$ cat src/rtl/fme_row_loader_if.sv
// Pixel-in / row-out handshake bundle for fme_row_loader.
// FME_ROW_SOL_CHECK_EN adds the in_sol / sol_err start-of-line pair.
interface fme_row_loader_if #(
  parameter int DATAWIDTH  = 8,
  parameter int ROW_PIXELS = 13,
  parameter int IDX_W      = 4
);
  logic [DATAWIDTH-1:0]            in_pixel;
  logic                            in_valid;
  logic                            in_ready;
  logic [ROW_PIXELS*DATAWIDTH-1:0] out_row;
  logic                            out_valid;
  logic                            out_ready;
  logic [IDX_W-1:0]                out_row_idx;
  logic                            out_last;
`ifdef FME_ROW_SOL_CHECK_EN
  logic                            in_sol;
  logic                            sol_err;

  modport master (
    output in_pixel, in_valid, in_sol, out_ready,
    input  in_ready, out_row, out_valid, out_row_idx, out_last, sol_err
  );
  modport slave (
    input  in_pixel, in_valid, in_sol, out_ready,
    output in_ready, out_row, out_valid, out_row_idx, out_last, sol_err
  );
`else
  modport master (
    output in_pixel, in_valid, out_ready,
    input  in_ready, out_row, out_valid, out_row_idx, out_last
  );
  modport slave (
    input  in_pixel, in_valid, out_ready,
    output in_ready, out_row, out_valid, out_row_idx, out_last
  );
`endif
endinterface

$ cat src/rtl/fme_row_loader.sv
// FME reference row loader: serial pixels in, ping-pong row buffers, parallel rows out.
// Optional start-of-line checking/resync is enabled with FME_ROW_SOL_CHECK_EN.
module fme_row_loader #(
  parameter int DATAWIDTH  = 8,
  parameter int ROW_PIXELS = 13,
  parameter int BLOCK_ROWS = 13,
  parameter int IDX_W      = 4
) (
  input  logic              clock,
  input  logic              reset,
  input  logic              enable,
  input  logic              start,
  fme_row_loader_if.slave   bus,
  output logic              busy,
  output logic              done
);

  localparam int COL_W = (ROW_PIXELS > 1) ? $clog2(ROW_PIXELS) : 1;
  localparam logic [COL_W-1:0] LAST_COL = COL_W'(ROW_PIXELS - 1);
  localparam logic [IDX_W-1:0] LAST_ROW = IDX_W'(BLOCK_ROWS - 1);

  typedef enum logic [1:0] {IDLE, LOAD, DRAIN} state_t;

  state_t               state_q, state_d;
  logic [DATAWIDTH-1:0] buf_q [2][ROW_PIXELS];
  logic [1:0]           full_q, full_d;
  logic                 wr_sel_q, rd_sel_q;
  logic [COL_W-1:0]     col_q, wr_col;
  logic [IDX_W-1:0]     wr_row_q, rd_row_q;
  logic                 done_q;

  logic in_xfer, out_xfer, start_acc, row_end, blk_in_end, blk_out_end;

  assign bus.in_ready  = enable & (state_q == LOAD) & ~full_q[wr_sel_q];
  assign bus.out_valid = enable & full_q[rd_sel_q];
  assign in_xfer       = bus.in_valid & bus.in_ready;
  assign out_xfer      = bus.out_valid & bus.out_ready;
  assign start_acc     = enable & start & (state_q == IDLE);

  // A start-of-line marker forces the pixel to column 0, discarding any partial row.
`ifdef FME_ROW_SOL_CHECK_EN
  assign wr_col = bus.in_sol ? '0 : col_q;
`else
  assign wr_col = col_q;
`endif

  assign row_end     = in_xfer & (wr_col == LAST_COL);
  assign blk_in_end  = row_end & (wr_row_q == LAST_ROW);
  assign blk_out_end = out_xfer & (rd_row_q == LAST_ROW);

  assign bus.out_row_idx = rd_row_q;
  assign bus.out_last    = bus.out_valid & (rd_row_q == LAST_ROW);
  assign busy            = (state_q != IDLE);
  assign done            = done_q;

  always_comb begin
    bus.out_row = '0;
    for (int p = 0; p < ROW_PIXELS; p++) begin
      bus.out_row[p*DATAWIDTH +: DATAWIDTH] = buf_q[rd_sel_q][p];
    end
  end

  // Fill and drain touch different buffers, so both flags may change in one cycle.
  always_comb begin
    full_d = full_q;
    if (row_end)  full_d[wr_sel_q] = 1'b1;
    if (out_xfer) full_d[rd_sel_q] = 1'b0;
  end

  always_comb begin
    state_d = state_q;
    case (state_q)
      IDLE:    if (start_acc)   state_d = LOAD;
      LOAD:    if (blk_in_end)  state_d = DRAIN;
      DRAIN:   if (blk_out_end) state_d = IDLE;
      default:                  state_d = IDLE;
    endcase
  end

  always_ff @(posedge clock) begin
    if (reset) state_q <= IDLE;
    else       state_q <= state_d;
  end

  always_ff @(posedge clock) begin
    if (reset) begin
      full_q   <= '0;
      wr_sel_q <= 1'b0;
      rd_sel_q <= 1'b0;
      col_q    <= '0;
      wr_row_q <= '0;
      rd_row_q <= '0;
      done_q   <= 1'b0;
    end else begin
      done_q <= (state_q == DRAIN) & blk_out_end;
      if (start_acc) begin
        full_q   <= '0;
        wr_sel_q <= 1'b0;
        rd_sel_q <= 1'b0;
        col_q    <= '0;
        wr_row_q <= '0;
        rd_row_q <= '0;
      end else begin
        full_q <= full_d;
        if (in_xfer) begin
          col_q <= row_end ? '0 : wr_col + COL_W'(1);
          if (row_end) begin
            wr_sel_q <= ~wr_sel_q;
            wr_row_q <= wr_row_q + IDX_W'(1);
          end
        end
        if (out_xfer) begin
          rd_sel_q <= ~rd_sel_q;
          rd_row_q <= rd_row_q + IDX_W'(1);
        end
      end
    end
  end

  // Buffers are cleared on reset so the presented row reads as zero.
  always_ff @(posedge clock) begin
    if (reset) begin
      for (int b = 0; b < 2; b++) begin
        for (int p = 0; p < ROW_PIXELS; p++) begin
          buf_q[b][p] <= '0;
        end
      end
    end else if (in_xfer) begin
      buf_q[wr_sel_q][wr_col] <= bus.in_pixel;
    end
  end

`ifdef FME_ROW_SOL_CHECK_EN
  logic sol_err_q;

  always_ff @(posedge clock) begin
    if (reset || start_acc) sol_err_q <= 1'b0;
    else if (in_xfer && (bus.in_sol != (col_q == '0))) sol_err_q <= 1'b1;
  end

  assign bus.sol_err = sol_err_q;
`endif

endmodule

$ cat src/flat_wrapper.sv
// flat-port wrapper written by rule: the top's interface ports become plain ports
module fme_row_loader_flat 
#(
  parameter int DATAWIDTH  = 8,
  parameter int ROW_PIXELS = 13,
  parameter int BLOCK_ROWS = 13,
  parameter int IDX_W      = 4
)
  (clock, reset, enable, start, busy, done, bus_in_pixel, bus_in_valid, bus_out_ready, bus_in_ready, bus_out_row, bus_out_valid, bus_out_row_idx, bus_out_last);
  fme_row_loader_if #(.DATAWIDTH(DATAWIDTH), .ROW_PIXELS(ROW_PIXELS), .IDX_W(IDX_W)) bus_i ();
  input  logic clock;
  input  logic reset;
  input  logic enable;
  input  logic start;
  output logic busy;
  output logic done;
  input wire logic [$bits(bus_i.in_pixel)-1:0] bus_in_pixel;
  input wire logic [$bits(bus_i.in_valid)-1:0] bus_in_valid;
  input wire logic [$bits(bus_i.out_ready)-1:0] bus_out_ready;
  output wire logic [$bits(bus_i.in_ready)-1:0] bus_in_ready;
  output wire logic [$bits(bus_i.out_row)-1:0] bus_out_row;
  output wire logic [$bits(bus_i.out_valid)-1:0] bus_out_valid;
  output wire logic [$bits(bus_i.out_row_idx)-1:0] bus_out_row_idx;
  output wire logic [$bits(bus_i.out_last)-1:0] bus_out_last;
  assign bus_i.in_pixel = bus_in_pixel;
  assign bus_i.in_valid = bus_in_valid;
  assign bus_i.out_ready = bus_out_ready;
  assign bus_in_ready = bus_i.in_ready;
  assign bus_out_row = bus_i.out_row;
  assign bus_out_valid = bus_i.out_valid;
  assign bus_out_row_idx = bus_i.out_row_idx;
  assign bus_out_last = bus_i.out_last;
  fme_row_loader #(.DATAWIDTH(DATAWIDTH), .ROW_PIXELS(ROW_PIXELS), .BLOCK_ROWS(BLOCK_ROWS), .IDX_W(IDX_W)) u_core (.clock(clock), .reset(reset), .enable(enable), .start(start), .bus(bus_i), .busy(busy), .done(done));
endmodule
$ cat config.mk
export PLATFORM = sky130hd
export DESIGN_NAME = fme_row_loader_flat
export DESIGN_NICKNAME = d
export VERILOG_FILES = /design/src/rtl/fme_row_loader_if.sv /design/src/rtl/fme_row_loader.sv /design/src/flat_wrapper.sv
export SDC_FILE = /design/constraint.sdc
export NUM_CORES = 1
export LEC_CHECK = 0
export ABC_CLOCK_PERIOD_IN_PS = 2500
export BUFFER_PORTS_ARGS = -buffer_cell sky130_fd_sc_hd__buf_2
export CORE_UTILIZATION = 54
export CTS_BUF_LIST = sky130_fd_sc_hd__clkbuf_4
export CTS_CLUSTER_DIAMETER = 120
export CTS_CLUSTER_SIZE = 25
export DETAILED_ROUTE_END_ITERATION = 7
export HOLD_SLACK_MARGIN = 0.1
export PLACE_DENSITY = 0.83
export SLEW_MARGIN = 0
export SYNTH_ARGS = -nofsm -noshare
export SYNTH_HDL_FRONTEND = slang
export SYNTH_SLANG_ARGS = --single-unit
$ cat constraint.sdc
create_clock -name clock -period 2.5 [get_ports clock]
set_input_delay 0.5 -clock clock [delete_from_list [all_inputs] [get_ports clock]]
set_output_delay 0.5 -clock clock [all_outputs]
set_load 0.005 [all_outputs]
Yosys cells after proc, flatten, opt, wreduce, memory -nomap -nowiden --
Memory sizes are Yosys's and may differ from the RTL's. A register that Yosys moved wholly into a read port is not among the register bits. Cells that the tools add are included.
Cells by class: add/subtract/negate cells 3, order comparisons 6, eq/ne operators 8, muxes and demuxes 27, bitwise operators 19, reduce and logical (&&, ||, !) cells 9
Operators by type and width (number):
- two-way mux 104 bit | 3
- OR reduction 104 bit | 1
- demux 8 bit (select 4 bit) | 1
- two-way mux 1 bit | 13
- adder 4 x 1 -> 4 bit, second input constant | 3
- AND 1 bit | 12
- equality test 4 bit, second input constant | 3
- two-way mux 2 bit | 5
- two-way mux 8 bit | 1
- != test 2 x 1 -> 1 bit, second input constant | 3
- one-hot mux 2 bit (3 select lines) | 1
- greater-or-equal comparator 5 bit, second input constant | 1
- < comparator 5 x 1 -> 1 bit, second input constant | 1
- NOT 4 -> 5 bit | 1
- < comparator 1 x 2 -> 1 bit, second input constant | 2
- two-way mux 4 bit | 1
- logical AND 1 bit | 3
- NOT 1 bit | 3
- AND reduction 3 bit | 1
- AND 2 bit | 1
- demux 1 bit (select 1 bit) | 2
- equality test 2 x 1 -> 1 bit, second input constant | 1
- equality test 2 bit, second input constant | 1
- greater-or-equal comparator 1 bit, second input constant | 2
- 6 further kinds | 6
Storage, ports and cells: register bits after elaboration 19, bits in writable memories 208, output and inout bits 113, word-level logic and storage cells 81, memories kept 1
Memories:
- u_core.buf_q | depth 2, bits a word 104, read ports 1, clocked after Yosys merged registers in 1, write ports 2, line fme_row_loader.sv:25 | logic [DATAWIDTH-1:0] buf_q [2][ROW_PIXELS];

Longest topological paths before layout --
Gate-level depths: netlist (run 1).
depth after elaboration 10, mapped depth 7

Least setup slack after synthesis (run 1) --
No wires, ideal clock.
kind input-to-reg, start in reset, end mem u_core.buf_q[1][32] (netlist name) (enable), arrival 2.267 ns, data required time 2.102 ns, path slack -0.165 ns, cell stages on the path 6, path buffers 3, cells stage by stage clkbuf_1 > nor2b_1 > buf_2 > nand3_4 > buf_2 > o41ai_1
RTL lines:
- from (decl) | line flat_wrapper.sv:12 | input logic reset;
- to (decl) | line fme_row_loader.sv:25

==> load_flow_metrics.sql, run 1 <==
INSERT INTO impl_metrics (metric_group, metric, value, unit) VALUES
('logic_synthesis', 'number_of_synthesized_register_bits', '228', ''),
('drt', 'drc_errors', '15', ''),
('setup_path', 'worst_r2r_startpoint', 'u_core.col_q[1]', ''),
('global_route', 'global_route_total_usage_across_every_layer', '0.263', ''),
('logic_synthesis', 'syn-mean-instance-area', '14.5', 'sq um'),
('logic_synthesis', 'synthCells', '688', ''),
('floorplan', 'dieArea', '19100', 'sq um'),
('placement', 'io_buffers', '126', ''),
('sta', 'final_setup_violation_count', '0', ''),
('logic_synthesis', 'yosys_cell_types', '53', ''),
('min_path', 'hp-start', 'start', ''),
('cts', 'htree_levels', '1', ''),
('sta', 'slew_headroom', '0.328', ''),
('sta', 'period_needed', '2.45', 'ns'),
('run_status', 'status', 'finished, violations left', ''),
('drt', 'route.detailed.vias_per_inst', '6.25', ''),
('logic_synthesis', 'syn_nets', '710', ''),
('layout', 'layout_common_cells', 'sky130_fd_sc_hd__edfxtp_1, sky130_fd_sc_hd__buf_2, sky130_fd_sc_hd__mux2_2, sky130_fd_sc_hd__buf_4, sky130_fd_sc_hd__nor4_1', ''),
('cts', 'clockBufferDepth', '3', ''),
('setup_path', 'setup.worst_path.class', 'register to primary output', ''),
('min_path', 'hold-path-cell-count', '3', ''),
('cts', 'tritoncts', 'done', ''),
('sta', 'maxSlewViolCount', '0', ''),
('layout', 'area_delta_synth_final', '15.0', '%'),
('drt', 'dr.first_iter.drc_count', '635', ''),
('layout', 'antenna-diode-count', '0', ''),
('setup_path', 'timing.critical_path.to_type', 'primary output', ''),
('global_route', 'first_pass_grt_wire_length', '37.9', 'mm'),
('sta', 'post-route-period-util', '0.979', ''),
('power_and_ir_drop', 'power_density', '534', 'nW/um^2'),
('floorplan', 'die_height', '138', 'microns'),
('logic_synthesis', 'synth.yosys.warnings', '0', ''),
('floorplan', 'rows', '49', ''),
('placement', 'placement.setup.worst_slack', '-0.210', 'ns'),
('floorplan', 'io_pins', '127', ''),
('sta', 'unrepaired_setup_endpoints_after_global_routing', 'yes', ''),
('setup_path', 'timing.critical_path.from_type', 'register', ''),
('min_path', 'hold_end', 'u_core.state_q[0]', ''),
('layout', 'fillerInstances', '1273', ''),
('setup_path', 'critical_path_peak_fanout', '47', ''),
('setup_path', 'worstPathRequired', '2.00', 'ns'),
('cts', 'clock_tree.root_cell', 'sky130_fd_sc_hd__clkbuf_4', ''),
('power_and_ir_drop', 'power.leakage', '4.30', 'nW'),
('logic_synthesis', 'seq_area_frac_synth', '0.665', ''),
('sta', 'final_hold_viol_count', '0', ''),
('setup_path', 'reg_to_reg_end', 'u_core.buf_q[1][60]', ''),
('sta', 'worst_pin_slew', '1.00', 'ns'),
('run_status', 'failed_checks', 'design-rule violations', ''),
('sta', 'final.setup_skew', '0.0695', 'ns'),
('global_route', 'first_global_vias', '6616', ''),
('cts', 'clk-insertion-delay-late', '0.66', 'ns'),
('logic_synthesis', 'synth_area_leaders', 'sky130_fd_sc_hd__edfxtp_1, sky130_fd_sc_hd__mux2_2, sky130_fd_sc_hd__dfxtp_1', ''),
('floorplan', 'die-width', '138', 'microns'),
('placement', 'hpwlAfterDp', '17.1', 'mm'),
('floorplan', 'initial_core_util', '0.553', ''),
('setup_path', 'regToRegSetupSlack', '0.15', 'ns'),
('sta', 'final_critical_path_setup_slack', '0.0519', 'ns'),
('logic_synthesis', 'synth.largest_area_cell', 'sky130_fd_sc_hd__edfxtp_1', ''),
('logic_synthesis', 'yosys.area.top_type_share', '0.625', ''),
('sta', 'fmax', '408', 'MHz'),
('drt', 'drtAntennaViolNets', '0', ''),
('drt', 'drt-pass1-iter-count', '7', ''),
('global_route', 'grt_antenna_before_repair', '0', ''),
('drt', 'wl_per_cell', '23.3', 'microns'),
('logic_synthesis', 'total_standard_cell_area_after_synthesis', '10000', 'sq um'),
('cts', 'cts.reportedPaths.clkPinSlew', '0.25', 'ns'),
('sta', 'setup_tns', '0', 'ns'),
('placement', 'final_weighted_congestion_in_routability_driven_placement', '0.905', ''),
('cts', 'clkSinkCount', '228', ''),
('global_route', 'grt_start_max_net_pins', '48', ''),
('cts', 'cts_buf_count', '13', '');
==> synth_stat cells, drive strengths merged <==
cell type and n:
nand4bb 1, and4b 2, nor4 61, a311oi 1, ha 8, nor4b 2, o31ai 9, clkinv 2
a211oi 2, dfxtp 20, a21oi 9, mux2 106, and4 2, nand3 15, inv 19, o41a 1
edfxtp 208, buf 34, o21ai 16, a31oi 1, nor2b 1, or2 3, and2 2, or4 3
o41ai 7, nand2 14, a41o 1, and2b 1, nand2b 2, or3 1, clkbuf 26, nor3 50
and3b 6, a21o 1, or4b 1, o22ai 2, nor3b 5, nand3b 5, and3 2, nor2 14
nand4b 1, mux2i 6, nand4 15
==> kinds of logic (layout without fill, tap and decap cells) <==
kind of cell / Yosys count / in the layout / synth area share
flops: 228 / 228 / 0.665
simple gates: 209 / 209 / 0.131
mux: 112 / 112 / 0.127
buf+inv: 81 / 241 / 0.0353
compound gates: 50 / 50 / 0.0325
fa+ha+maj: 8 / 8 / 0.0100
==> through the flow <==
step | cells | cell area [sq um] | util | total power (W)
2_1_floorplan | 688 | 10000 | - | 0.00459
3_3_place_gp | 1055 | 11300 | 0.622 | 0.00481
3_5_place_dp | 1056 | 11300 | 0.624 | 0.00482
4_1_cts | 1076 | 11500 | 0.634 | 0.00615
5_1_grt | 1077 | 11500 | 0.636 | 0.00629
6_report | 1077 | 11500 | 0.636 | 0.00614
==> sequential cells by signal, summed over array words and instances, names as in the netlist, named ones only <==
register,cells
u_core.wr_row_q,4
u_core.buf_q,208
u_core.done,1
u_core.bus.out_row_idx,4
u_core.wr_sel_q,1
u_core.col_q,4
u_core.rd_sel_q,1
u_core.state_q,2
u_core.full_q,2
==> worst max-delay path by stage <==
stage | startpoint | end | slack, ns | cells past startpoint
2_1_floorplan | u_core.wr_sel_q | u_core.buf_q[0][64] | -0.006 | 5
3_3_place_gp | bus_in_valid | u_core.buf_q[1][51] | -0.50 | 5
3_5_place_dp | u_core.wr_sel_q | u_core.buf_q[1][48] | -0.21 | 3
4_1_cts | register | bus_out_row[37] | 0.01 | 3
5_1_grt | register | bus_out_row[53] | -0.03 | 3
6_report | register | bus_out_row[77] | 0.05 | 3
==> repair_timing <==
item / in CTS / in global routing
endpoints found under the hold margin: 2 / 0
pin swaps: 0 / 0
buffers inserted: 2 / 1
gates resized for setup: 7 / 6
gates cloned: 0 / 0
setup endpoints to repair: 137 / 79
hold buffers: 1 / 0
==> per-layer routing <==
metal / global-route usage / vias up / wire length, microns
met5: 0 / - / 0
li1: - / 2993 / -
met3: 0.0402 / 76 / 2180
met2: 0.435 / 395 / 12100
met4: 0.103 / 0 / 1030
met1: 0.352 / 3265 / 9820
==> critical path: stages, from the launching register on <==
cell	delay (ns)
sky130_fd_sc_hd__dfxtp_4	0.48
sky130_fd_sc_hd__buf_16	0.26
sky130_fd_sc_hd__mux2_2	0.41
sky130_fd_sc_hd__buf_2	0.14
==> layout make-up <==
| type | instances | area, sq um | area share |
|---|---|---|---|
| Tap cell | 229 | 287 | 0.0249 |
| Clock inverter | 2 | 33.8 | 0.00294 |
| Timing Repair Buffer | 203 | 1270 | 0.111 |
| Inverter | 21 | 78.8 | 0.00685 |
| Sequential cell | 228 | 6650 | 0.578 |
| Clock buffer | 15 | 113 | 0.00979 |
| Multi-Input combinational cell | 379 | 3060 | 0.266 |
==> where the power goes <==
group / leakage, nW / switching (W) / internal, W
clock: 0.0847 / 0.00109 / 0.000305
combinational: 1.92 / 0.000268 / 0.000163
sequential: 2.30 / 0.0000434 / 0.00427
Power figures use the tool's default switching activity.
==> inputs of run 2 (changes only) <==
--- a/config.mk
+++ b/config.mk
@@ -5,13 +5,14 @@
 export SDC_FILE = /design/constraint.sdc
 export NUM_CORES = 1
 export LEC_CHECK = 0
-export ABC_CLOCK_PERIOD_IN_PS = 2500
+export ABC_CLOCK_PERIOD_IN_PS = 2050
 export BUFFER_PORTS_ARGS = -buffer_cell sky130_fd_sc_hd__buf_2
 export CORE_UTILIZATION = 54
 export CTS_BUF_LIST = sky130_fd_sc_hd__clkbuf_4
 export CTS_CLUSTER_DIAMETER = 120
 export CTS_CLUSTER_SIZE = 25
 export DETAILED_ROUTE_END_ITERATION = 7
+export GPL_TIMING_DRIVEN = 0
 export HOLD_SLACK_MARGIN = 0.1
 export PLACE_DENSITY = 0.83
 export SLEW_MARGIN = 0
==> constraint.sdc (replaced) <==
create_clock -name clock -period 2.05 [get_ports clock]
set_input_delay 0.41 -clock clock [delete_from_list [all_inputs] [get_ports clock]]
set_output_delay 0.41 -clock clock [all_outputs]
set_load 0.005 [all_outputs]
==> run 2 against run 1 <==
The flow finishes with violations (design-rule violations, negative setup slack). Sequential power up 22%. Flip-flop and latch count unchanged. Via count up 20%. Combinational power up 77%. Setup slack worse by 0.42 ns. Register-to-register slack worse by 0.24 ns. Sequential share of layout area down 9.2 points. Clock power up 30%. Cell area up 19%. Count of clock-buffer cells in the layout unchanged. Global-route usage up 3.7 points. Power up 28%. Critical endpoint is now bus_out_row[35].
==> load_flow_metrics.sql, run 2 (synthesized netlist as in run 1, its figures left out) <==
INSERT INTO impl_metrics (metric_group, metric, value, unit) VALUES
('run_status', 'status', 'finished, violations left', ''),
('run_status', 'failed_checks', 'design-rule violations, negative setup slack', ''),
('placement', 'io_buffers', '124', ''),
('layout', 'fillerInstances', '941', ''),
('floorplan', 'rows', '49', ''),
('floorplan', 'core_region_area', '18100', 'sq um'),
('layout', 'largest_register_ffs', '208', ''),
('drt', 'drc_errors', '16', ''),
('placement', 'placed_cell_count', '1041', ''),
('drt', 'drt-pass1-iter-count', '7', ''),
('drt', 'drtAntennaViolNets', '0', ''),
('sta', 'setup_tns', '-33.36', 'ns'),
('layout', 'fraction_of_layout_instances_using_a_drive_strength_above_1', '0.512', ''),
('drt', 'wl', '34.5', 'mm'),
('layout', 'area_delta_synth_final', '37.4', '%'),
('cts', 'cts.reportedPaths.clkPinSlew', '0.28', 'ns'),
('sta', 'whs', '0.159', 'ns'),
('sta', 'final_critical_path_setup_slack', '-0.365', 'ns'),
('sta', 'slew_headroom', '0.107', ''),
('power_and_ir_drop', 'power.leakage', '5.09', 'nW'),
('setup_path', 'cp.arrival', '2.01', 'ns'),
('layout', 'layout_common_cells', 'sky130_fd_sc_hd__edfxtp_1, sky130_fd_sc_hd__buf_6, sky130_fd_sc_hd__buf_2, sky130_fd_sc_hd__mux2_4', ''),
('global_route', 'first_global_vias', '7231', ''),
('floorplan', 'die-width', '138', 'microns'),
('layout', 'design.final.nets', '947', ''),
('cts', 'cts_buf_count', '13', ''),
('cts', 'htree_levels', '1', ''),
('cts', 'clock_tree.root_cell', 'sky130_fd_sc_hd__clkbuf_4', ''),
('sta', 'final_setup_violation_count', '177', ''),
('global_route', 'grt_antenna_before_repair', '1', ''),
('sta', 'post-route-period-util', '1.18', ''),
('layout', 'final_cell_count_no_fill', '1157', ''),
('cts', 'tritoncts', 'done', ''),
('layout', 'layout_commonest_cell', 'sky130_fd_sc_hd__edfxtp_1', ''),
('sta', 'maxSlewViolCount', '0', ''),
('sta', 'final.setup_skew', '0.0761', 'ns'),
('setup_path', 'setup.worst_path.class', 'register to primary output', ''),
('sta', 'period_needed', '2.42', 'ns'),
('power_and_ir_drop', 'power_density', '571', 'nW/um^2'),
('placement', 'placement.setup.worst_slack', '-1.00', 'ns'),
('power_and_ir_drop', 'overall_power_of_the_completed_layout', '0.00785', 'W'),
('placement', 'final_weighted_congestion_in_routability_driven_placement', '0.894', ''),
('sta', 'fmax', '414', 'MHz'),
('global_route', 'global_route_total_usage_across_every_layer', '0.300', ''),
('cts', 'clockBufferDepth', '3', ''),
('layout', 'largest_register', 'u_core.buf_q', ''),
('global_route', 'first_pass_grt_wire_length', '42.9', 'mm'),
('min_path', 'min_path_type', 'primary input to register', ''),
('drt', 'wl_per_cell', '29.8', 'microns'),
('global_route', 'grt_start_max_net_pins', '27', ''),
('floorplan', 'initial_core_util', '0.553', ''),
('power_and_ir_drop', 'vdd_ir_drop_max', '0.000491', 'V'),
('drt', 'vias', '8074', ''),
('drt', 'dr.first_iter.drc_count', '1120', ''),
('setup_path', 'timing.critical_path.from_type', 'register', ''),
('sta', 'worst_pin_slew', '1.34', 'ns'),
('global_route', 'globalRoute.totalOverflow', '0', ''),
('floorplan', 'dieArea', '19100', 'sq um'),
('placement', 'hpwlAfterDp', '17.1', 'mm'),
('setup_path', 'timing.critical_path.to_type', 'primary output', ''),
('drt', 'route.detailed.vias_per_inst', '6.98', ''),
('cts', 'clk-insertion-delay-late', '0.67', 'ns'),
('floorplan', 'die_height', '138', 'microns'),
('sta', 'unrepaired_setup_endpoints_after_global_routing', 'yes', ''),
('floorplan', 'io_pins', '127', ''),
('setup_path', 'worstPathRequired', '1.64', 'ns'),
('setup_path', 'critical_path_peak_fanout', '10', ''),
('run', 'drv_cap', '0', ''),
('cts', 'clkSinkCount', '228', ''),
('sta', 'final_hold_viol_count', '0', '');
==> run 2: cell types whose count changed in the layout (fill, tap and decap cells not counted), sizes merged <==
cell         previous run  this run
dlygate4sd3             1         3
buf                   202       246
nand3                  15        16
diode                   0         1
clkbuf                 15        47
==> run 2: cell type report <==
class,count,area (sq um),share of cell area
flip-flops and latches,228,6680,0.486
inverters,21,81.3,0.00592
repair buffers,225,2210,0.161
multi-input cells,380,3840,0.280
clock inverters,2,33.8,0.00246
clock buffers,15,113,0.00820
well taps,229,287,0.0209
plain buffers,56,494,0.0360
diodes,1,2.50,0.000182
==> run 2: worst paths after layout <==
| check | startpoint | cells past startpoint | endpoint | slack [ns] |
|---|---|---|---|---|
| worst max-delay path | register | 4 | bus_out_row[35] | -0.37 |
| worst min-delay path | bus_in_pixel[7] | 3 | u_core.buf_q[0][23] | 0.16 |
| worst max register to register | u_core.wr_sel_q | 5 | u_core.buf_q[0][15] | -0.09 |
| worst min register to register | u_core.wr_row_q[3] | 2 | u_core.wr_row_q[3] | 0.50 |
==> run 2: layer usage <==
layer | vias up | global-route usage | part of all wire
li1 | 3176 | - | -
met1 | 3868 | 0.380 | 0.34
met5 | - | 0 | 0
met3 | 211 | 0.0554 | 0.12
met2 | 819 | 0.491 | 0.46
met4 | 0 | 0.168 | 0.072
==> run 2: worst max-delay path, cell delays in order (launching register included) <==
cell,delay (ns)
sky130_fd_sc_hd__dfxtp_4,0.48
sky130_fd_sc_hd__buf_6,0.20
sky130_fd_sc_hd__buf_12,0.17
sky130_fd_sc_hd__mux2_4,0.35
sky130_fd_sc_hd__buf_6,0.12
==> run 2: metrics by stage <==
stage,area [sq um],utilization
6_report,13700,0.760
5_1_grt,13700,0.760
4_1_cts,12700,0.701
3_5_place_dp,11000,0.611
3_3_place_gp,11000,0.611
2_1_floorplan,10100,-
==> run 2: where the power goes <==
group,internal (W),switching [W]
combinational,0.000340,0.000423
clock,0.000371,0.00145
sequential,0.00520,0.0000651
total,0.00591,0.00194
==> run 2: what timing repair did <==
item / in CTS / in global routing
setup endpoints to repair: 470 / 438
resized for setup: 195 / 157
buffers inserted: 57 / 36
endpoints found under the hold margin: 3 / 0
hold buffers: 3 / 0
gates cloned: 2 / 7
pin swaps: 29 / 27
